===== config.mk =====
export PLATFORM = sky130hd
export DESIGN_NAME = program_loader
export DESIGN_NICKNAME = d
export VERILOG_FILES = /design/src/rtl/cpu_pkg.sv /design/src/rtl/byte_pair_assembler.sv /design/src/rtl/program_loader.sv
export SDC_FILE = /design/constraint.sdc
export NUM_CORES = 1
export LEC_CHECK = 0
export ABC_AREA = 1
export CAP_MARGIN = 20
export CELL_PAD_IN_SITES_DETAIL_PLACEMENT = 2
export CELL_PAD_IN_SITES_GLOBAL_PLACEMENT = 2
export CORE_ASPECT_RATIO = 1.1
export CORE_UTILIZATION = 33
export DETAILED_ROUTE_END_ITERATION = 10
export PLACE_DENSITY = 0.93
export SETUP_SLACK_MARGIN = 0.3
export SLEW_MARGIN = 20
export SYNTH_ARGS = -nofsm -noshare
export SYNTH_HDL_FRONTEND = slang
export SYNTH_SLANG_ARGS = --single-unit
export TNS_END_PERCENT = 30

===== constraint.sdc =====
create_clock -name CLK -period 5.77 [get_ports CLK]
set_clock_uncertainty 0.2 [all_clocks]
set_input_delay 0.577 -clock CLK [delete_from_list [all_inputs] [get_ports CLK]]
set_output_delay 0.577 -clock CLK [all_outputs]
set_load 0.03 [all_outputs]

===== src/rtl/cpu_pkg.sv =====
// Shared CPU definitions: instruction width, PC step and the loader FSM encoding.
package cpu_pkg;

    localparam int          INSTR_WIDTH = 16;
    localparam logic [15:0] PC_STEP     = 16'd2;

    typedef enum logic [2:0] {
        ST_IDLE    = 3'd0,
        ST_LEN_HI  = 3'd1,
        ST_LEN_LO  = 3'd2,
        ST_DATA_HI = 3'd3,
        ST_DATA_LO = 3'd4,
        ST_CHECK   = 3'd5,
        ST_DONE    = 3'd6,
        ST_ERROR   = 3'd7
    } loader_state_t;

    // Byte address of instruction word idx; wraps at 16 bits.
    function automatic logic [15:0] word_addr(input logic [15:0] base, input logic [15:0] idx);
        return base + idx * PC_STEP;
    endfunction

endpackage


===== src/rtl/byte_pair_assembler.sv =====
// Joins a high and a low byte into one instruction word; word_valid_o pulses
// for one cycle after the low byte is latched.
module byte_pair_assembler
    import cpu_pkg::*;
(
    input  logic                   CLK,
    input  logic                   RESET,
    input  logic [7:0]             byte_i,
    input  logic                   hi_en_i,
    input  logic                   lo_en_i,
    output logic [INSTR_WIDTH-1:0] word_o,
    output logic                   word_valid_o
);

    logic [7:0]             hi_q;
    logic [INSTR_WIDTH-1:0] word_q;
    logic                   vld_q;

    always_ff @(posedge CLK or negedge RESET) begin
        if (!RESET) begin
            hi_q   <= 8'h00;
            word_q <= '0;
            vld_q  <= 1'b0;
        end else begin
            if (hi_en_i) hi_q <= byte_i;
            if (lo_en_i) word_q <= {hi_q, byte_i};
            vld_q <= lo_en_i;
        end
    end

    assign word_o       = word_q;
    assign word_valid_o = vld_q;

endmodule


===== src/rtl/program_loader.sv =====
// Byte-stream program loader: length-prefixed frame -> 16-bit instruction memory writes.
// Optional trailer checksum (XOR of all frame bytes) enabled by LOADER_CHECKSUM_EN.
module program_loader
    import cpu_pkg::*;
#(
    parameter logic [15:0] BASE_ADDR = 16'h0000,
    parameter int unsigned MAX_WORDS = 256
) (
    input  logic        CLK,
    input  logic        RESET,
    input  logic        start,
    input  logic [7:0]  byte_in,
    input  logic        byte_valid,
    output logic        byte_ready,
    output logic        im_we,
    output logic [15:0] im_addr,
    output logic [15:0] im_wdata,
    output logic        busy,
    output logic        done,
    output logic        error,
    output logic        cpu_run,
    output logic [15:0] words_loaded
);

`ifdef LOADER_CHECKSUM_EN
    localparam loader_state_t ST_END = ST_CHECK;
`else
    localparam loader_state_t ST_END = ST_DONE;
`endif

    loader_state_t state_q, state_d;
    logic [15:0]   len_q, len_d;
    logic [15:0]   idx_q, idx_d;
    logic [15:0]   addr_q, addr_d;
    logic          busy_q, busy_d;
    logic          done_q, done_d;
    logic          error_q, error_d;
    logic          hi_en, lo_en;
    logic          xfer;
    logic [15:0]   len_full;
`ifdef LOADER_CHECKSUM_EN
    logic [7:0]    csum_q, csum_d;
`endif

    assign byte_ready = (state_q == ST_LEN_HI)  || (state_q == ST_LEN_LO) ||
                        (state_q == ST_DATA_HI) || (state_q == ST_DATA_LO) ||
                        (state_q == ST_CHECK);
    assign xfer       = byte_valid && byte_ready;
    assign len_full   = {len_q[15:8], byte_in};

    always_comb begin
        state_d = state_q;
        len_d   = len_q;
        idx_d   = idx_q;
        addr_d  = addr_q;
        hi_en   = 1'b0;
        lo_en   = 1'b0;
        unique case (state_q)
            ST_IDLE, ST_DONE, ST_ERROR: begin
                if (start) begin
                    state_d = ST_LEN_HI;
                    idx_d   = 16'd0;
                end
            end
            ST_LEN_HI: begin
                if (xfer) begin
                    len_d   = {byte_in, len_q[7:0]};
                    state_d = ST_LEN_LO;
                end
            end
            ST_LEN_LO: begin
                if (xfer) begin
                    len_d = len_full;
                    if (len_full == 16'd0)
                        state_d = ST_END;
                    else if ({16'd0, len_full} > MAX_WORDS)
                        state_d = ST_ERROR;
                    else
                        state_d = ST_DATA_HI;
                end
            end
            ST_DATA_HI: begin
                if (xfer) begin
                    hi_en   = 1'b1;
                    state_d = ST_DATA_LO;
                end
            end
            ST_DATA_LO: begin
                if (xfer) begin
                    lo_en   = 1'b1;
                    addr_d  = word_addr(BASE_ADDR, idx_q);
                    idx_d   = idx_q + 16'd1;
                    state_d = (idx_q + 16'd1 == len_q) ? ST_END : ST_DATA_HI;
                end
            end
`ifdef LOADER_CHECKSUM_EN
            ST_CHECK: begin
                if (xfer) state_d = (byte_in == csum_q) ? ST_DONE : ST_ERROR;
            end
`endif
            default: state_d = ST_IDLE;
        endcase
    end

    // Status flags rise one cycle after the terminal state is entered so the
    // last memory write lands before cpu_run releases the CPU.
    always_comb begin
        busy_d  = busy_q;
        done_d  = done_q;
        error_d = error_q;
        if (start && !busy_q &&
            (state_q == ST_IDLE || state_q == ST_DONE || state_q == ST_ERROR)) begin
            busy_d  = 1'b1;
            done_d  = 1'b0;
            error_d = 1'b0;
        end else if (state_q == ST_DONE) begin
            busy_d = 1'b0;
            done_d = 1'b1;
        end else if (state_q == ST_ERROR) begin
            busy_d  = 1'b0;
            error_d = 1'b1;
        end
    end

`ifdef LOADER_CHECKSUM_EN
    always_comb begin
        csum_d = csum_q;
        if (start && (state_q == ST_IDLE || state_q == ST_DONE || state_q == ST_ERROR))
            csum_d = 8'h00;
        else if (xfer && state_q != ST_CHECK)
            csum_d = csum_q ^ byte_in;
    end
`endif

    always_ff @(posedge CLK or negedge RESET) begin
        if (!RESET) begin
            state_q <= ST_IDLE;
            len_q   <= 16'd0;
            idx_q   <= 16'd0;
            addr_q  <= BASE_ADDR;
            busy_q  <= 1'b0;
            done_q  <= 1'b0;
            error_q <= 1'b0;
`ifdef LOADER_CHECKSUM_EN
            csum_q  <= 8'h00;
`endif
        end else begin
            state_q <= state_d;
            len_q   <= len_d;
            idx_q   <= idx_d;
            addr_q  <= addr_d;
            busy_q  <= busy_d;
            done_q  <= done_d;
            error_q <= error_d;
`ifdef LOADER_CHECKSUM_EN
            csum_q  <= csum_d;
`endif
        end
    end

    byte_pair_assembler u_asm (
        .CLK          (CLK),
        .RESET        (RESET),
        .byte_i       (byte_in),
        .hi_en_i      (hi_en),
        .lo_en_i      (lo_en),
        .word_o       (im_wdata),
        .word_valid_o (im_we)
    );

    assign im_addr      = addr_q;
    assign busy         = busy_q;
    assign done         = done_q;
    assign error        = error_q;
    assign cpu_run      = done_q;
    assign words_loaded = idx_q;

endmodule


# [Word level (Yosys, flattened, before mapping)]
# Cells that the tools add are included.
[classes] magnitude_cmp=1 n_mux=26 n_reduce_logical=23 n_bitwise=2 div=0 add_sub_neg=1 shift=0 n_eq_ne=14 n_mul=0
[ops] op="16-bit case mux with 2 select lines" n=2
[ops] op="16-bit 2-to-1 mux" n=3
[ops] op="3-bit 2-to-1 mux" n=8
[ops] op="16-bit by 1-bit adder with 16-bit output (second input constant)" n=1
[ops] op="16-bit equality test" n=1
[ops] op="16-bit by 9-bit > comparator with 1-bit output (second input constant)" n=1
[ops] op="16-bit zero test" n=1
[ops] op="3-bit case mux with 5 select lines" n=1
[ops] op="3-bit equality test (second input constant)" n=4
[ops] op="1-bit 2-to-1 mux" n=11
[ops] op="2-bit inequality test (second input constant)" n=5
[ops] op="3-bit AND reduction" n=3
[ops] op="8-bit 2-to-1 mux" n=1
[ops] op="3-bit by 2-bit equality test with 1-bit output (second input constant)" n=2
[ops] op="1-bit logical OR" n=6
[ops] op="2-bit nonzero test" n=3
[ops] op="5-bit AND reduction" n=1
[ops] op="2-bit AND reduction" n=2
[ops] op="3-bit by 1-bit equality test with 1-bit output (second input constant)" n=1
[ops] op="1-bit logical AND" n=3
[ops] op="3-bit zero test" n=1
[ops] op="3-bit nonzero test" n=1
[ops] op="3-bit OR reduction" n=1
[ops] op="2-bit by 1-bit inequality test with 1-bit output (second input constant)" n=1
[ops] op="2 further kinds" n=3
[totals] output_inout_bits=54 memories=0 latch_bits=0 reg_bits=78 wordCells=78 rom_bits=0 ramBits=0 input_bits=12

# [Logic depth before layout (Yosys ltp)]
[logic_depth] word_depth=8 depth_mapped=16 ltp_nobuf=16

# [By module]
# A second synthesis with hierarchy kept.
[unflattened] cells_unflattened=497 hier_area_um2=3880.0
[modules_own_cells] mod="program_loader" cells_per_inst=394 area_per_inst_um2=2911.5 n_inst=1
[modules_own_cells] mod="byte_pair_assembler" cells_per_inst=103 area_per_inst_um2=968.4 n_inst=1

# [Worst setup path after synthesis]
# No wires, ideal clock.
[synth_timing] kind="flip-flop to flip-flop" from="register idx_q[0] (netlist: words_loaded[0])" to="register state_q[0]" synth_period_minus_slack_ns=2.218 t_arrival_ns=1.901 path_stages_with_launch=17 slack_ns=3.552 path_buffers=0 setup_ns=0.116 path_cell_list="dfrtp_1 > ha_1 > nand2_1 > nor2_4 > nand2_1 > nand2_1 > nand2_1 > nand2_1 > nand2_1 > nor2_1 > nand2_1 > nor2_2 > nand3_1 > nand2_1 > nand2_1 > nand2_1 > nand2_1"
[synth_between] elab_chain_len=5
[synth_rtl] element="start: declaration" line="program_loader.sv:33" text="logic [15:0] idx_q, idx_d;"
[synth_rtl] element="start signal: assignment" line="program_loader.sv:150" text="idx_q <= idx_d;"
[synth_rtl] element="16-bit by 1-bit adder with 16-bit output" line="program_loader.sv:93" text="state_d = (idx_q + 16'd1 == len_q) ? ST_END : ST_DATA_HI;"
[synth_rtl] element="16-bit equality test" line="program_loader.sv:93"
[synth_rtl] element="3-bit 2-to-1 mux" line="program_loader.sv:93"
[synth_rtl] element="3-bit 2-to-1 mux" line="program_loader.sv:89" text="if (xfer) begin"
[synth_rtl] element="3-bit case mux with 5 select lines" line="program_loader.sv:58" text="unique case (state_q)"
[synth_rtl] element="end signal: assignment" line="program_loader.sv:148" text="state_q <= state_d;"
[synth_rtl] element="end: declaration" line="program_loader.sv:31" text="loader_state_t state_q, state_d;"
# No other way between the ends. The select of a mux whose other input is x is not followed.
# A chain may end at the register's enable or synchronous reset.

# [Final worst setup path]
[layout_timing] from="register state_q[1]" to="register idx_q[9] (netlist: words_loaded[9])"
[layout_between] elab_chain_len=8 word_cells_on_any_way=19 classes_between="9 x eq/ne; 1 x mux; 9 x reduce/logical"
[layout_rtl] element="3-bit by 1-bit equality test with 1-bit output / 3-bit by 2-bit equality test with 1-bit output (equally long branches)" line="program_loader.sv:45" text="assign byte_ready = (state_q == ST_LEN_HI) || (state_q == ST_LEN_LO) ||"
[layout_rtl] element="1-bit logical OR (2 in series)" line="program_loader.sv:45"
[layout_rtl] element="1-bit logical OR (2 in series)" line="program_loader.sv:46" text="(state_q == ST_DATA_HI) || (state_q == ST_DATA_LO) ||"
[layout_rtl] element="1-bit logical AND" line="program_loader.sv:48" text="assign xfer = byte_valid && byte_ready;"
[layout_rtl] element="2-bit inequality test (no line)"
[layout_rtl] element="3-bit AND reduction (no line)"
# Several ways; a longest one is shown, not always the timed one.

==> results.cfg <==
[outcome]
status = finished clean

[layout]
area_growth_pct = 27.3
nets = 541
n_antenna_cell = 0
multiInputGateArea_um2 = 1560
nFillCells = 1271
regArea_um2 = 1950
mostFrequentLayoutCells = 145 x nand2_1, 78 x dfrtp_1, 63 x clkdlybuf4s50_1
final_common_cell = nand2_1
final_core_util = 0.438
drive_gt1_frac = 0.0788

[worst_setup_path]
r2r-end = words_loaded[9]
crit_chain = inv_1 -> nand2_1 -> nor2_4 -> inv_2 -> nor2_4 -> clkinv_2 -> a21oi_4 -> o22ai_1
rrSetupSlack_ns = 2.35
worstSetupStartpoint = state_q[1]
arrival_ns = 3.40
start_kind = flop
critPathRequiredTime_ns = 5.75
cp_num_buf_inv = 3
cp-endpoint = words_loaded[9]
path_depth = 8
reg2reg_from = state_q[1]
crit_path_end_kind = flop
cp_top_family = buffers and inverters
critPathMaxFanout = 65
crit_slowest_cell = clkinv_2
cpPeakStageDelay_ns = 0.80
rr_worst_depth = 8
worst_path_most_repeated_cell = nor2_4
critPathKind = reg2reg

[die]
start_util = 0.344
fp.dieW_um = 104
coreArea_um2 = 11100
num_io_pins = 66
dieHeight_um = 115
num_rows = 40
dieArea_um2 = 12000

[sta]
post-route-period-util = 0.593
final_max_slew_viol_count = 0
setup_tns_ns = 0
finalSetupViolCount = 0
finalWorstSetupSlack_ns = 2.35
clock.fmax_mhz = 292
rsz0062_at_grt = false
holdWs_ns = 0.0744
finalHoldViolations = 0
tightest_slew_ns = 0.909
min_period_ns = 3.42
slew_headroom = 0.391

[min_path]
hold_class = in2async

[detailed_routing]
dr.pass1.iters = 4
dr.first_iter.drc_count = 108
routed_wirelength_um = 12700
remaining_drc_errors = 0
vias = 3496
ant_nets = 0
viasPerCell = 5.14
wl_per_cell_um = 18.6

[global_route]
grt_overflow = 0
antenna_found_initial = 0
grt_max_degree = 79
grt_pass1_vias = 3987
grt_first_pass_wirelength_um = 20800
grt_usage = 0.228

[synthesis]
yosys_warnings = 0
synth_fp_nets = 480
synth_edf_count = 0
ys_ff_latch = 78
ys_types = 30
ys_seq_area_frac = 0.513
async_flop_share = 1.00
syn-mean-instance-area_um2 = 8.14
syn_inst = 467
synth_flop_cell = dfrtp_1
syn_area_um2 = 3800

[clocking]
cts_buffer_depth = 2
cts_root_buffer = clkbuf_16
cts.sinks = 78
cts_setup_buffers = 0
holdBufCountCts = 0
clkLatencyLatePin_ns = 0.34
cts_tree = built
post_cts_resized = 0
cts_buffers = 9
path_clk_slew_ns = 0.06
htreeDepth = 3

[power_and_ir_drop]
power_density_nw_per_um2 = 531
ir_drop_uv = 237
total_power_mw = 2.57
leakagePower_nw = 2.16

[placement]
hpwl_um = 9260
place_ws_ns = 2.43
gp_congestion = 0.811
numPortBuffers = 64

[run]
drv_cap = 0
[cells in the mapped netlist, types with 3 or more instances]
cell type    n  area (um^2)
nand3_1     43          215
o21ai_0     38          190
inv_2        6         22.5
nor3_1       3         15.0
nand2_2      4         25.0
inv_1       48          180
o22ai_1      9         56.3
xor2_1       3         26.3
nor2_1      13         48.8
nand4_1     14         87.6
nand2_1    145          544
nor2_2       7         43.8
nor2_4       8         90.1
buf_2        6         30.0
o21ai_1     21          105
clkbuf_1     4         15.0
dfrtp_1     78         1950
[stage by stage]
stage	cell area [um^2]	std cells
final	4840	680
after floorplan	3800	467
after detailed placement	4540	664
after global routing	4840	680
after global placement	4540	664
after CTS	4840	680
[logic make-up after synthesis]
logic type | after synthesis | synth area share
AND/OR/NAND/NOR | 240 | 0.287
flip-flops | 78 | 0.513
AO/OA/AOI/OAI | 72 | 0.101
buffers and inverters | 69 | 0.0766
XOR/XNOR | 5 | 0.0151
adder cells (fa/ha/maj) | 1 | 0.00329
other | 1 | 0.000986
multiplexers | 1 | 0.00263
[per-layer routing]
metal	track usage	up-vias	share of wire
li1	-	1637	-
met1	0.253	1758	0.41
met2	0.424	76	0.53
met3	0.0364	25	0.031
met4	0.111	0	0.027
met5	0	-	0
[worst min path at each step]
stage	start	to	slack (ns)	depth (start not counted)
finish	RESET	im_addr[5]	0.07	1
global route	RESET	im_addr[5]	0.12	1
CTS	RESET	im_addr[5]	0.26	1
detailed placement	u_asm.word_o[10]	u_asm.word_o[10]	0.27	2
global placement	u_asm.word_o[9]	u_asm.word_o[9]	0.26	2
floorplan	RESET	busy	0.08	0
[power breakdown]
group	switching (mW)	total [mW]	internal, mW
Sequential	0.153	0.897	0.744
Clock	0.233	0.568	0.335
Combinational	0.711	1.10	0.394
[sequential cells by signal (all words and copies together) (netlist names)]
| register | flops |
|---|---|
| cpu_run | 1 |
| u_asm.word_valid_o | 1 |
| im_addr | 15 |
| len_q | 16 |
| busy | 1 |
| u_asm.hi_q | 8 |
| u_asm.word_o | 16 |
| state_q | 3 |
| error | 1 |
| words_loaded | 16 |
[layout make-up]
type                    count  share of cell area
inverters                  55              0.0434
well taps                 147              0.0380
multi-input cells         320               0.322
flip-flops and latches     78               0.403
clock inverters             5              0.0124
clock buffers              11              0.0481
repair buffers             64               0.133
[worst register-to-register path, stage by stage, from the launching register on]
cell	delay [ns]
dfrtp_1	0.37
inv_1	0.15
nand2_1	0.15
nor2_4	0.17
inv_2	0.07
nor2_4	0.38
clkinv_2	0.80
a21oi_4	0.80
o22ai_1	0.17
Power figures use the tool's default switching activity.
